**src/rtl/idma_pkg.sv**
```systemverilog
// Shared types and constants for the iDMA read-descriptor generator.
package idma_pkg;

    localparam int unsigned IDMA_ADDR_W     = 32;
    localparam int unsigned IDMA_CNT_W      = 16;
    localparam int unsigned IDMA_WORD_BYTES = 32;

    typedef enum logic [1:0] {
        IDLE,
        GEN,
        DRAIN,
        DONE
    } desc_gen_state_e;

    typedef struct packed {
        logic [IDMA_ADDR_W-1:0] addr;
        logic [IDMA_CNT_W-1:0]  words;
    } rd_desc_t;

endpackage

```
**src/rtl/idma_rd_desc_gen_if.sv**
```systemverilog
// Descriptor FIFO read port seen by the AXI read interface (head data, empty, pop).
interface idma_rd_desc_gen_if;

    logic [31:0] raddr_fifo_raddr_in;
    logic [31:0] raddr_fifo_rd_num_word;
    logic        raddr_fifo_empty;
    logic        raddr_fifo_pop;

    modport master (
        output raddr_fifo_raddr_in,
        output raddr_fifo_rd_num_word,
        output raddr_fifo_empty,
        input  raddr_fifo_pop
    );

    modport slave (
        input  raddr_fifo_raddr_in,
        input  raddr_fifo_rd_num_word,
        input  raddr_fifo_empty,
        output raddr_fifo_pop
    );

endinterface

```
**src/rtl/idma_sync_fifo.sv**
```systemverilog
// Synchronous FIFO with wrap-bit pointers; head data reads as zero while empty.
module idma_sync_fifo #(
    parameter int unsigned Width = 48,
    parameter int unsigned Depth = 4
) (
    input  logic                     clk_i,
    input  logic                     rst_i,
    input  logic                     clr_i,
    input  logic                     push_i,
    input  logic [Width-1:0]         wdata_i,
    input  logic                     pop_i,
    output logic [Width-1:0]         rdata_o,
    output logic                     full_o,
    output logic                     empty_o,
    output logic [$clog2(Depth):0]   count_o
);

    localparam int unsigned PtrW = $clog2(Depth);

    logic [Width-1:0] mem_q [Depth];
    logic [PtrW:0]    wptr_q, wptr_d;
    logic [PtrW:0]    rptr_q, rptr_d;
    logic             push_ok;
    logic             pop_ok;

    assign empty_o = (wptr_q == rptr_q);
    assign full_o  = (wptr_q[PtrW] != rptr_q[PtrW]) &&
                     (wptr_q[PtrW-1:0] == rptr_q[PtrW-1:0]);
    assign count_o = wptr_q - rptr_q;

    // A full FIFO still accepts a push when the head leaves in the same cycle.
    assign pop_ok  = pop_i & ~empty_o;
    assign push_ok = push_i & (~full_o | pop_ok);

    always_comb begin
        wptr_d = wptr_q;
        rptr_d = rptr_q;
        if (push_ok) wptr_d = wptr_q + 1'b1;
        if (pop_ok)  rptr_d = rptr_q + 1'b1;
    end

    always_ff @(posedge clk_i) begin
        if (rst_i || clr_i) begin
            wptr_q <= '0;
            rptr_q <= '0;
        end else begin
            wptr_q <= wptr_d;
            rptr_q <= rptr_d;
        end
    end

    always_ff @(posedge clk_i) begin
        if (push_ok) mem_q[wptr_q[PtrW-1:0]] <= wdata_i;
    end

    assign rdata_o = empty_o ? '0 : mem_q[rptr_q[PtrW-1:0]];

endmodule

```
**src/rtl/idma_rd_desc_gen.sv**
```systemverilog
// 2D read-descriptor generator: expands a block config into one {addr, words} entry per row.
module idma_rd_desc_gen
    import idma_pkg::*;
#(
    parameter int unsigned FIFO_DEPTH = 4,
    parameter int unsigned ADDR_W     = IDMA_ADDR_W,
    parameter int unsigned CNT_W      = IDMA_CNT_W
) (
    input  logic              aclk,
    input  logic              areset,
    input  logic              cfg_start,
    input  logic              cfg_abort,
    output logic              cfg_ready,
    input  logic [ADDR_W-1:0] cfg_base_addr,
    input  logic [CNT_W-1:0]  cfg_row_words,
    input  logic [CNT_W-1:0]  cfg_row_num,
    input  logic [ADDR_W-1:0] cfg_row_stride,
    idma_rd_desc_gen_if.master rd_if,
    output logic              gen_busy,
    output logic              gen_done
);

    localparam int unsigned DescW = ADDR_W + CNT_W;
    localparam int unsigned CntW  = $clog2(FIFO_DEPTH) + 1;

    desc_gen_state_e   state_q, state_d;
    logic [ADDR_W-1:0] cur_addr_q, cur_addr_d;
    logic [ADDR_W-1:0] row_stride_q, row_stride_d;
    logic [CNT_W-1:0]  row_cnt_q, row_cnt_d;
    logic [CNT_W-1:0]  row_num_q, row_num_d;
    logic [CNT_W-1:0]  row_words_q, row_words_d;

    logic              fifo_push;
    logic              fifo_full;
    logic              fifo_empty;
    logic              pop_ok;
    logic [CntW-1:0]   fifo_count;
    logic [DescW-1:0]  fifo_rdata;

    idma_sync_fifo #(
        .Width (DescW),
        .Depth (FIFO_DEPTH)
    ) u_fifo (
        .clk_i   (aclk),
        .rst_i   (areset),
        .clr_i   (cfg_abort),
        .push_i  (fifo_push),
        .wdata_i ({cur_addr_q, row_words_q}),
        .pop_i   (rd_if.raddr_fifo_pop),
        .rdata_o (fifo_rdata),
        .full_o  (fifo_full),
        .empty_o (fifo_empty),
        .count_o (fifo_count)
    );

    assign pop_ok = rd_if.raddr_fifo_pop & ~fifo_empty;

    assign rd_if.raddr_fifo_raddr_in    = 32'(fifo_rdata[DescW-1:CNT_W]);
    assign rd_if.raddr_fifo_rd_num_word = 32'(fifo_rdata[CNT_W-1:0]);
    assign rd_if.raddr_fifo_empty       = fifo_empty;

    always_comb begin
        state_d      = state_q;
        cur_addr_d   = cur_addr_q;
        row_stride_d = row_stride_q;
        row_cnt_d    = row_cnt_q;
        row_num_d    = row_num_q;
        row_words_d  = row_words_q;
        fifo_push    = 1'b0;
        cfg_ready    = 1'b0;
        gen_done     = 1'b0;

        unique case (state_q)
            IDLE: begin
                cfg_ready = 1'b1;
                if (cfg_start) begin
                    cur_addr_d   = cfg_base_addr;
                    row_stride_d = cfg_row_stride;
                    row_num_d    = cfg_row_num;
                    row_words_d  = cfg_row_words;
                    row_cnt_d    = '0;
                    if (cfg_row_num == '0 || cfg_row_words == '0) state_d = DONE;
                    else                                          state_d = GEN;
                end
            end
            GEN: begin
                if (!fifo_full || pop_ok) begin
                    fifo_push  = 1'b1;
                    cur_addr_d = cur_addr_q + row_stride_q;
                    row_cnt_d  = row_cnt_q + CNT_W'(1);
                    if (row_cnt_q == row_num_q - CNT_W'(1)) state_d = DRAIN;
                end
            end
            DRAIN: begin
                // Done as soon as the FIFO is empty after this cycle's pop.
                if (fifo_count == '0 || (fifo_count == CntW'(1) && pop_ok)) state_d = DONE;
            end
            DONE: begin
                gen_done = 1'b1;
                state_d  = IDLE;
            end
            default: state_d = IDLE;
        endcase

        if (cfg_abort) begin
            state_d   = IDLE;
            fifo_push = 1'b0;
        end
    end

    assign gen_busy = (state_q != IDLE);

    always_ff @(posedge aclk) begin
        if (areset) begin
            state_q      <= IDLE;
            cur_addr_q   <= '0;
            row_stride_q <= '0;
            row_cnt_q    <= '0;
            row_num_q    <= '0;
            row_words_q  <= '0;
        end else begin
            state_q      <= state_d;
            cur_addr_q   <= cur_addr_d;
            row_stride_q <= row_stride_d;
            row_cnt_q    <= row_cnt_d;
            row_num_q    <= row_num_d;
            row_words_q  <= row_words_d;
        end
    end

endmodule
```
**src/flat_wrapper.sv**
```systemverilog
// flat-port wrapper written by rule: the top's interface ports become plain ports
module idma_rd_desc_gen_flat import idma_pkg::*;
#(
    parameter int unsigned FIFO_DEPTH = 4,
    parameter int unsigned ADDR_W     = IDMA_ADDR_W,
    parameter int unsigned CNT_W      = IDMA_CNT_W
)
  (aclk, areset, cfg_start, cfg_abort, cfg_ready, cfg_base_addr, cfg_row_words, cfg_row_num, cfg_row_stride, gen_busy, gen_done, rd_if_raddr_fifo_raddr_in, rd_if_raddr_fifo_rd_num_word, rd_if_raddr_fifo_empty, rd_if_raddr_fifo_pop);
  idma_rd_desc_gen_if rd_if_i ();
  input  logic aclk;
  input  logic areset;
  input  logic cfg_start;
  input  logic cfg_abort;
  output logic cfg_ready;
  input  logic [ADDR_W-1:0] cfg_base_addr;
  input  logic [CNT_W-1:0] cfg_row_words;
  input  logic [CNT_W-1:0] cfg_row_num;
  input  logic [ADDR_W-1:0] cfg_row_stride;
  output logic gen_busy;
  output logic gen_done;
  output wire logic [$bits(rd_if_i.raddr_fifo_raddr_in)-1:0] rd_if_raddr_fifo_raddr_in;
  output wire logic [$bits(rd_if_i.raddr_fifo_rd_num_word)-1:0] rd_if_raddr_fifo_rd_num_word;
  output wire logic [$bits(rd_if_i.raddr_fifo_empty)-1:0] rd_if_raddr_fifo_empty;
  input wire logic [$bits(rd_if_i.raddr_fifo_pop)-1:0] rd_if_raddr_fifo_pop;
  assign rd_if_raddr_fifo_raddr_in = rd_if_i.raddr_fifo_raddr_in;
  assign rd_if_raddr_fifo_rd_num_word = rd_if_i.raddr_fifo_rd_num_word;
  assign rd_if_raddr_fifo_empty = rd_if_i.raddr_fifo_empty;
  assign rd_if_i.raddr_fifo_pop = rd_if_raddr_fifo_pop;
  idma_rd_desc_gen #(.FIFO_DEPTH(FIFO_DEPTH), .ADDR_W(ADDR_W), .CNT_W(CNT_W)) u_core (.aclk(aclk), .areset(areset), .cfg_start(cfg_start), .cfg_abort(cfg_abort), .cfg_ready(cfg_ready), .cfg_base_addr(cfg_base_addr), .cfg_row_words(cfg_row_words), .cfg_row_num(cfg_row_num), .cfg_row_stride(cfg_row_stride), .rd_if(rd_if_i), .gen_busy(gen_busy), .gen_done(gen_done));
endmodule
```
**config.mk**
```make
export PLATFORM = sky130hd
export DESIGN_NAME = idma_rd_desc_gen_flat
export DESIGN_NICKNAME = d
export VERILOG_FILES = /design/src/rtl/idma_pkg.sv /design/src/rtl/idma_rd_desc_gen_if.sv /design/src/rtl/idma_sync_fifo.sv /design/src/rtl/idma_rd_desc_gen.sv /design/src/flat_wrapper.sv
export SDC_FILE = /design/constraint.sdc
export NUM_CORES = 1
export LEC_CHECK = 0
export ABC_AREA = 1
export CORE_MARGIN = 5
export CORE_UTILIZATION = 57
export CTS_BUF_LIST = sky130_fd_sc_hd__clkbuf_8 sky130_fd_sc_hd__clkbuf_16
export DETAILED_ROUTE_END_ITERATION = 6
export HOLD_SLACK_MARGIN = 0.15
export MAX_ROUTING_LAYER = met4
export PLACE_DENSITY = 0.81
export SYNTH_ARGS = -nofsm -noshare
export SYNTH_HDL_FRONTEND = slang
export SYNTH_HIERARCHICAL = 1
export SYNTH_SLANG_ARGS = --single-unit
```
**constraint.sdc**
```tcl
create_clock -name aclk -period 5.3 [get_ports aclk]
set_input_delay 0.795 -clock aclk [delete_from_list [all_inputs] [get_ports aclk]]
set_output_delay 0.795 -clock aclk [all_outputs]
set_load 0.005 [all_outputs]
```
==> run summary, run 1 <==
Status: complete, no violations
CTS tree: built
Sink Count: 314
Crit-path max cell delay: 0.54 ns
FF-to-FF path depth: 12
Post-synthesis sequential area ratio: 53.7%
Antenna diodes: 0
Fin. Hold Viols: 0
Yosys top cell area share: 37.7%
Worst Setup SP: u_core/u_fifo/wptr_q[0]
Avg Vias per Cell: 5.58
Finished Layout Cells: 2258
Cells after synthesis: 1768
Remaining global-route overflow: 0
Peak supply drop: 0.000225 V
EDFF count, synth: 192
First-pass GRT wire length: 60300 um
Core Area: 26700 um^2
RSZ-0062 raised after global routing: no
Dominant cells by area after synthesis: edfxtp_1, dfxtp_1, nor2_1, o21ai_0, nand2_1
Critical Path, Cell by Cell: inv_1 > ha_1 > nand2_1 > inv_1 > nand2_4 > inv_2 > buf_4 > a21oi_1 > clkdlybuf4s50_1
Crit-path slowest cell: buf_4
Internal reg-to-reg setup slack: 1.93 ns
Initial Util: 57.4%
Internal: 0.00442 W
Root buffer cell: clkbuf_16
FF/Latch Area: 8210 um^2
Vias in the first global route: 12100
Fin Setup TNS: 0 ns
CTS Hold Bufs: 0
Power after layout: 0.00593 W
Slew @ Worst Pin: 1.15 ns
CP required: 4.51 ns
Startpoint Class: flop
Flops & latches, synth: 314
Yosys warnings: 6
Layout cell share with drive strength beyond 1: 6.26%
Final cycle utilization of the critical path: 71.2%
IO Port Bufs: 152
PwrDens: 328 nW/um^2
Max_slew headroom: 23.3%
Clock power frac: 38.7%
Hold WC Path Type: flop to flop
Area occupied by multi-input gates: 6240 um^2
Comb pwr share: 13.4%
CTS clk-pin slew, worst paths: 0.06 ns
Drt wl/cell: 17.0 um
DP Cell Count: 2201
Slew Limit Fails: 0
Final setup viols: 0
Fin util: 67.8%
Fillers: 2122
Fmax: 265 MHz
Post_cts resized: 0
CP arrival: 2.98 ns
Reg2reg start: u_core/u_fifo/wptr_q[0]
Clk buf depth: 3
DIE WIDTH: 174 um
Commonest non-fill, non-tap cell in the layout: nor2_1
Reg-to-reg endpoint: u_core/u_fifo/mem_q[0][16]
Crit Path Category: flop to primary output
Main synth FF type: edfxtp_1
TritonCTS Buffers: 31
Crit. End Element: primary output
Pre-CTS setup slack: 1.71 ns
Clock latency on the worst-skew pair: 0.55 ns
Commonest non-fill, non-tap cells in the layout: nor2_1, nand2_1, o21ai_0, edfxtp_1, a21oi_1
Largest net degree at the start of global routing: 97
Initial DRC count: 1200
Area delta synth->final: 18.2%
GRT Util Overall: 25.0%
DRC violations left: 0
Drt pass-1 iters: 7
Post-synth ARST share: 0%
Max cap viols: 0
Die area: 30200 um^2
Via count: 12600
Net Switching: 0.00151 W
Post-detail-place hpwl: 26100 um
Cell leakage power: 7.01 nW
Critical path's most frequent cell: inv_1
IO Pins: 169
Final net count: 2040
Syn Area/Cell: 8.65 um^2
Final Skew: 0.0119 ns
PnR worst setup slack: 1.53 ns
Setup bufs post-CTS: 0
Synth Cell Area: 15300 um^2
Area leader, netlist: edfxtp_1
Antenna-violating nets left: 0
Cell variety after synth: 44
Register share of total power: 47.9%
Die Y: 174 um
Worst-path maximum fanout: 49
Sw Share: 25.5%
Antenna violations before repair: 0
Max H-tree Level: 1
Site Rows: 60
Wirelength, routed: 38400 um
GP Congestion: 0.966
Setup crit end: rd_if_raddr_fifo_raddr_in[5]
Fin crit period: 3.77 ns
==> power by group through the flow <==
| stage | Sequential (W) | Clock, W | Combinational, W |
|---|---|---|---|
| 2_1_floorplan | 0.00284 | 0 | 0.000549 |
| 3_3_place_gp | 0.00288 | 0 | 0.000765 |
| 3_5_place_dp | 0.00289 | 0 | 0.000780 |
| 4_1_cts | 0.00284 | 0.00232 | 0.000787 |
| 5_1_grt | 0.00285 | 0.00243 | 0.000893 |
| 6_report | 0.00284 | 0.00229 | 0.000793 |
==> cells by family after synthesis <==
kind of cell | Yosys count | synth area share [%]
xor gates and xnor gates | 26 | 1.59
DFF | 314 | 53.7
adders and majority gates | 46 | 3.86
and+or+nand+nor | 757 | 20.6
buffers and inverters | 212 | 6.09
AOI/OAI and AO/OA | 412 | 14.2
other | 1 | 0.0245
==> Yosys cell counts (3+ instances only) <==
cell type and instances:
o211ai_1 3, nor4_1 5, buf_2 20, inv_1 111, o21bai_1 3, a21o_1 4, nand2_1 233, xnor2_1 6
nand2_2 7, nor2_4 4, and2_1 3, nor2_1 388, a21oi_2 11, nor2_2 5, o21ai_0 194, xor2_1 19
buf_4 20, nand3b_1 8, nor3_1 14, a211oi_1 4, ha_1 44, buf_1 4, o21ai_1 17, dfxtp_1 122
edfxtp_1 192, o21a_1 5, inv_2 11, buf_6 4, a21oi_1 168, nand3_1 68, clkbuf_2 4, nand4_1 15
clkbuf_1 38
==> state kept, by name, indices dropped and copies added, names as in the netlist, named ones only <==
name and cells:
u_core/u_fifo/wptr_q 3, u_core/u_fifo/mem_q 192, u_core/row_stride_q 32, u_core/row_words_q 16, u_core/cur_addr_q 32, u_core/state_q 2, u_core/u_fifo/rptr_q 3, u_core/row_num_q 16
u_core/row_cnt_q 16
==> metal layers <==
metal / GRT usage, % / part of all wire, % / up-vias
li1: - / - / 6188
met4: 8.25 / 2.9 / 0
met5: - / 0 / -
met3: 3.21 / 6.6 / 77
met1: 32.5 / 43 / 5858
met2: 41.2 / 47 / 485
==> through the flow <==
step / hold slack, ns / instance area, um^2
after floorplan: 0.455 / 15300
after global placement: 0.472 / 17000
after detailed placement: 0.483 / 17000
after CTS: 0.497 / 18100
after global routing: 0.520 / 18100
final: 0.493 / 18100
==> how the worst min path moves through the flow <==
stage               depth (start not counted)  slack [ns]                          to                    start
finish                                      2        0.49     u_core/row_stride_q[24]  u_core/row_stride_q[24]
global route                                2        0.52        u_core/row_num_q[13]     u_core/row_num_q[13]
CTS                                         2        0.50     u_core/row_stride_q[24]  u_core/row_stride_q[24]
detailed placement                          2        0.48     u_core/row_stride_q[24]  u_core/row_stride_q[24]
global placement                            0        0.47   u_core/u_fifo/mem_q[0][8]    u_core/row_words_q[8]
floorplan                                   0        0.45  u_core/u_fifo/mem_q[0][10]   u_core/row_words_q[10]
==> critical path: cells and delay by family, from the launching register on <==
kind | cells | cell delay [ns]
DFF | 1 | 0.41
buffers and inverters | 5 | 1.33
AOI/OAI and AO/OA | 1 | 0.19
and+or+nand+nor | 2 | 0.15
adders and majority gates | 1 | 0.31
==> area by class of cell <==
cell class,instances,area share (%)
Clock buffer,38,4.95
Clock inverter,19,1.11
Inverter,122,2.53
Multi-Input combinational cell,1257,34.5
Sequential cell,314,45.4
Tap cell,341,2.36
Timing Repair Buffer,167,9.11
Power figures use the tool's default switching activity.
==> run 2, diff against run 1 <==
==> constraint.sdc (replaced) <==
create_clock -name aclk -period 3.5 [get_ports aclk]
set_input_delay 0.525 -clock aclk [delete_from_list [all_inputs] [get_ports aclk]]
set_output_delay 0.525 -clock aclk [all_outputs]
set_load 0.005 [all_outputs]
==> run 2 against run 1 <==
Net effect: setup slack worse by 1.4 ns; die area unchanged; clock power up 55%; routed wire length up 1.8%; register-to-register slack worse by 1.6 ns; sequential cell count unchanged; count of clock-buffer cells in the layout down 4; first-iteration DRC count up 10%; critical path depth unchanged; clock skew up 0.0078 ns; design area up 0.44%; non-clock buffer count up 8; critical path type unchanged; critical endpoint is now rd_if_raddr_fifo_raddr_in[0]; largest cell class unchanged; highest routed layer unchanged.
==> run summary, run 2 (synthesized netlist as in run 1, its figures left out) <==
Top routing layer used: met4
Wirelength, routed: 39100 um (+1.8%)
DIE WIDTH: 174 um (unchanged)
Site Rows: 60 (unchanged)
Sink Count: 314 (unchanged)
Die area: 30200 um^2 (unchanged)
Largest net degree at the start of global routing: 65 (-33%)
RSZ-0062 raised after global routing: no
Fin util: 68.1% (+0.30 points)
Slew Limit Fails: 0 (unchanged)
Drt wl/cell: 17.3 um (+1.5%)
Commonest non-fill, non-tap cells in the layout: nor2_1, nand2_1, o21ai_0, edfxtp_1, a21oi_1
Antenna-violating nets left: 0 (unchanged)
Hold WC Path Type: flop to flop
GP Congestion: 0.954 (-1.3%)
Worst hold start: u_core/row_stride_q[30]
CTS Hold Bufs: 0 (unchanged)
WL met2: 18800 um (+4.0%)
Fmax: 300 MHz
Remaining global-route overflow: 0 (unchanged)
Post-detail-place hpwl: 27300 um (+4.5%)
GRT Util Overall: 25.8% (+0.76 points)
DRC violations left: 0 (unchanged)
PwrDens: 500 nW/um^2 (+52%)
Root buffer cell: clkbuf_16
Total length of routed met3 wires: 2730 um (+8.2%)
Final setup viols: 0 (unchanged)
Max reg flops: 192 (unchanged)
Area delta synth->final: 18.8%
Clock latency on the worst-skew pair: 0.58 ns (+0.03 ns)
IO Pins: 169 (unchanged)
Worst-path maximum fanout: 19 (-61%)
Final net count: 2047 (+0.34%)
Initial Util: 57.4% (unchanged)
Setup bufs post-CTS: 0 (unchanged)
CP arrival: 2.81 ns (-0.17 ns)
Antenna diodes: 0 (unchanged)
Cell leakage power: 7.06 nW (+0.78%)
IO Port Bufs: 152 (unchanged)
Finished Layout Cells: 2265 (+0.31%)
Via count: 12600 (-0.016%)
Final Skew: 0.0197 ns (+0.00784 ns)
Reg2reg start: u_core/u_fifo/wptr_q[0]
Max H-tree Level: 1 (unchanged)
Status: complete, no violations
Vias in the first global route: 12300 (+1.9%)
Max cap viols: 0 (unchanged)
Die Y: 174 um (unchanged)
Fin. Hold Viols: 0 (unchanged)
Core Area: 26700 um^2 (unchanged)
Power after layout: 0.00907 W (+53%)
First-pass GRT wire length: 61600 um (+2.2%)
Fin crit period: 3.33 ns
TritonCTS Buffers: 30 (-3.2%)
Commonest non-fill, non-tap cell in the layout: nor2_1
Internal reg-to-reg setup slack: 0.34 ns (-1.59 ns)
Antenna violations before repair: 0 (unchanged)
Startpoint Class: flop
DP Cell Count: 2209 (+0.36%)
Avg Vias per Cell: 5.57 (-0.32%)
Final hold slack: 0.497 ns (+0.00373 ns)
CTS clk-pin slew, worst paths: 0.06 ns (about the same)
Crit. End Element: primary output
Initial DRC count: 1320 (+10%)
Fin Setup TNS: 0 ns (unchanged)
FF-to-FF path depth: 12 (unchanged)
Worst Setup SP: u_core/u_fifo/wptr_q[0]
WHS Endpoint: u_core/row_stride_q[30]
Crit Path Category: flop to primary output
Reg-to-reg endpoint: u_core/u_fifo/mem_q[2][4]
Max_slew headroom: 33.2% (+10 points)
Final cycle utilization of the critical path: 95.2%
Slew @ Worst Pin: 1.00 ns (-0.149 ns)
CP required: 2.97 ns (-1.54 ns)
Hold-critical path depth: 2 (unchanged)
CTS tree: built
Drt pass-1 iters: 6 (-1)
Fillers: 2106 (-0.75%)
Clk buf depth: 3 (unchanged)
Met1 Wirelength: 16200 um (-2.4%)
Peak supply drop: 0.000377 V (+67%)
Layout cell share with drive strength beyond 1: 6.70% (+0.45 points)
## run 2: changes by cell type in the layout (fill, tap and decap cells not counted), moves of 2 or more
| cell | change |
|---|---|
| buf_4 | +8 |
| clkinv_2 | +5 |
| bufinv_16 | +3 |
| clkbuf_16 | -3 |
| clkinv_4 | -2 |
| clkinvlp_4 | -2 |
## run 2: stage by stage
step                      setup WS [ns]  instance area (um^2)
after floorplan                  -0.116                 15400
after global placement            0.406                 17000
after detailed placement          0.304                 17000
after CTS                        0.0685                 18200
after global routing            0.00235                 18200
final                             0.169                 18200
## run 2: worst max-delay path: stages, from the launching register on
cell and delay [ns]:
dfxtp_1 0.40, inv_1 0.11, ha_1 0.32, nand2_1 0.09, inv_1 0.08, nand2_4 0.11, inv_4 0.11, buf_4 0.24
a21oi_1 0.22, clkdlybuf4s50_1 0.55
## run 2: report_power, final
| part | total, W | switching [W] | internal [W] |
|---|---|---|---|
| Clock | 0.00355 | 0.00138 | 0.00217 |
| Combinational | 0.00121 | 0.000738 | 0.000474 |
| Sequential | 0.00431 | 0.000189 | 0.00412 |
| Total | 0.00907 | 0.00231 | 0.00676 |
## run 2: area by class of cell
type                            instances  area (um^2)  share of cell area [%]
Sequential cell                       314         8210                    45.2
Inverter                              122          460                    2.54
Tap cell                              341          427                    2.35
Clock inverter                         22          307                    1.69
Timing Repair Buffer                  175         1710                    9.40
Clock buffer                           34          806                    4.44
Multi-Input combinational cell       1257         6240                    34.4
## run 2: worst max-delay path by stage
stage                                        end  slack, ns  cells past startpoint
floorplan              u_core/u_fifo/mem_q[0][0]      -0.12                     12
global placement       u_core/u_fifo/mem_q[2][1]       0.41                     12
detailed placement     u_core/u_fifo/mem_q[2][3]       0.30                     12
CTS                 rd_if_raddr_fifo_raddr_in[1]       0.07                      9
global route        rd_if_raddr_fifo_raddr_in[0]      0.002                      9
finish              rd_if_raddr_fifo_raddr_in[0]       0.17                      9
## run 2: layer usage
| layer | vias up | global-route usage, % |
|---|---|---|
| li1 | 6191 | - |
| met3 | 89 | 2.70 |
| met2 | 508 | 43.1 |
| met1 | 5818 | 32.9 |
| met5 | - | - |
| met4 | 0 | 9.14 |
## run 2: timing repair
| item | CTS | global route |
|---|---|---|
| resized for setup | 0 | 2 |
| endpoints found under the setup margin | 0 | 32 |
| endpoints found under the hold margin | 0 | 0 |
==> run 3, diff against run 2 <==
--- a/config.mk
+++ b/config.mk
@@ -6,7 +6,7 @@
 export NUM_CORES = 1
 export LEC_CHECK = 0
 export ABC_AREA = 1
-export CORE_MARGIN = 5
+export CORE_MARGIN = 3
 export CORE_UTILIZATION = 57
 export CTS_BUF_LIST = sky130_fd_sc_hd__clkbuf_8 sky130_fd_sc_hd__clkbuf_16
 export DETAILED_ROUTE_END_ITERATION = 6
==> run 3 against run 2 <==
Net effect: the flow now finishes with violations (DRC); largest cell class unchanged; critical path type unchanged; via count increased by 0.56%; non-clock buffer count is the same; routed wire length down 1.2%.
==> run summary, run 3 (synthesized netlist as in run 1, its figures left out) <==
Status: complete, but fails checks
Failing checks: DRC
Area occupied by multi-input gates: 6240 um^2 (unchanged)
DRC violations left: 1 (+1)
Initial Util: 58.3% (+0.97 points)
Drt pass-1 iters: 7 (+1)
Vias in the first global route: 11700 (-4.4%)
CP arrival: 2.87 ns (+0.06 ns)
GRT Util Overall: 26.9% (+1.1 points)
Max_slew headroom: 52.6% (+19 points)
Finished Layout Cells: 2261 (-0.18%)
Largest net degree at the start of global routing: 81 (+25%)
Fin crit period: 3.39 ns (+0.0623 ns)
IO Port Bufs: 152 (unchanged)
Post-detail-place hpwl: 26700 um (-2.3%)
Internal reg-to-reg setup slack: 0.26 ns (-0.08 ns)
Slew @ Worst Pin: 0.709 ns (-0.292 ns)
Crit Path Category: flop to primary output
Final hold slack: 0.492 ns (-0.00468 ns)
Site Rows: 59 (-1.7%)
CP required: 2.97 ns (about the same)
Final cycle utilization of the critical path: 97.0% (+1.8 points)
First-pass GRT wire length: 60400 um (-2.0%)
Via count: 12700 (+0.56%)
DP Cell Count: 2203 (-0.27%)
Clock latency on the worst-skew pair: 0.57 ns (about the same)
Slew Limit Fails: 0 (unchanged)
IO Pins: 169 (unchanged)
Layout cell share with drive strength beyond 1: 6.28% (-0.42 points)
Antenna-violating nets left: 0 (unchanged)
Commonest non-fill, non-tap cell in the layout: nor2_1
RSZ-0062 raised after global routing: no
Final setup viols: 0 (unchanged)
GP Congestion: 0.960 (+0.66%)
FF/Latch Area: 8210 um^2 (unchanged)
Fmax: 295 MHz (-1.8%)
Max reg flops: 192 (unchanged)
Cell leakage power: 7.01 nW (-0.76%)
Max cap viols: 0 (unchanged)
Hold WC Path Type: flop to flop
Remaining global-route overflow: 0 (unchanged)
DIE WIDTH: 170 um (-2.3%)
PnR worst setup slack: 0.106 ns (-0.0623 ns)
Final net count: 2048 (+0.049%)
Peak supply drop: 0.000315 V (-16%)
Fillers: 2061 (-2.1%)
Startpoint Class: flop
Setup bufs post-CTS: 0 (unchanged)
Commonest non-fill, non-tap cells in the layout: nor2_1, nand2_1, o21ai_0, edfxtp_1, a21oi_1
Wirelength, routed: 38600 um (-1.2%)
CTS tree: built
CTS clk-pin slew, worst paths: 0.06 ns (about the same)
Fin util: 68.8% (+0.67 points)
Clk buf depth: 3 (unchanged)
Fin Setup TNS: 0 ns (unchanged)
Drt wl/cell: 17.1 um (-0.98%)
Sink Count: 314 (unchanged)
Pre-CTS setup slack: 0.464 ns (+0.160 ns)
Area delta synth->final: 17.9%
Initial DRC count: 1396 (+5.8%)
Worst-path maximum fanout: 49 (+30)
Crit. End Element: primary output
Die Y: 170 um (-2.3%)
Core Area: 26200 um^2 (-1.7%)
Root buffer cell: clkbuf_16
Antenna diodes: 0 (unchanged)
Die area: 28800 um^2 (-4.6%)
Final Skew: 0.0136 ns (-0.00613 ns)
Antenna violations before repair: 0 (unchanged)
Avg Vias per Cell: 5.61 (+0.74%)
TritonCTS Buffers: 31 (+3.3%)
Max H-tree Level: 1 (unchanged)
PwrDens: 483 nW/um^2 (-3.3%)
Fin. Hold Viols: 0 (unchanged)
## run 3: cell types whose count changed in the layout (fill, tap and decap cells not counted), sizes merged
cell,previous run,this run
inv,125,130
clkbuf,34,31
clkinv,11,12
clkinvlp,1,4
bufinv,7,3
## run 3: final cells by class
type | count | share of cell area (%)
clock inverter | 27 | 1.20
sequential | 314 | 45.5
clock buffer | 31 | 4.30
multi-input combinational | 1257 | 34.6
tap | 335 | 2.33
inverter | 122 | 2.54
timing repair buffer | 175 | 9.49
## run 3: final timing paths
| path | from | end | depth (start not counted) |
|---|---|---|---|
| worst max-delay path | u_core/u_fifo/wptr_q[0] | rd_if_raddr_fifo_raddr_in[27] | 9 |
| worst min-delay path | u_core/row_stride_q[26] | u_core/row_stride_q[26] | 2 |
| worst max register to register | u_core/u_fifo/wptr_q[0] | u_core/u_fifo/mem_q[2][1] | 12 |
| worst min register to register | u_core/row_stride_q[26] | u_core/row_stride_q[26] | 2 |
## run 3: worst max-delay path: stages (launching register included)
cell	delay, ns
dfxtp_1	0.42
inv_1	0.12
ha_1	0.33
nand2_1	0.10
inv_1	0.08
nand2_4	0.10
inv_2	0.05
buf_6	0.22
a21oi_1	0.25
clkdlybuf4s50_1	0.59
## run 3: metrics by stage
stage                     power, W  instance area (um^2)
after global routing       0.00907                 18000
after CTS                  0.00874                 18000
final                      0.00871                 18000
after floorplan            0.00513                 15400
after global placement     0.00553                 17000
after detailed placement   0.00556                 17000
## run 3: timing repair
action / CTS / global route
hold buffers: 0 / 0
gates resized for setup: 1 / 0
endpoints found under the setup margin: 1 / 0
## run 3: power by group
| group | total, W | switching, W | internal, W |
|---|---|---|---|
| logic | 0.00121 | 0.000735 | 0.000471 |
| registers | 0.00430 | 0.000184 | 0.00412 |
| clock network | 0.00320 | 0.00137 | 0.00183 |
## run 3: routing by layer
| metal | GRT usage (%) | part of all wire (%) |
|---|---|---|
| met5 | - | 0 |
| met4 | 7.75 | 2.9 |
| met3 | 2.75 | 7.3 |
| met2 | 44.0 | 48 |
| met1 | 35.9 | 42 |
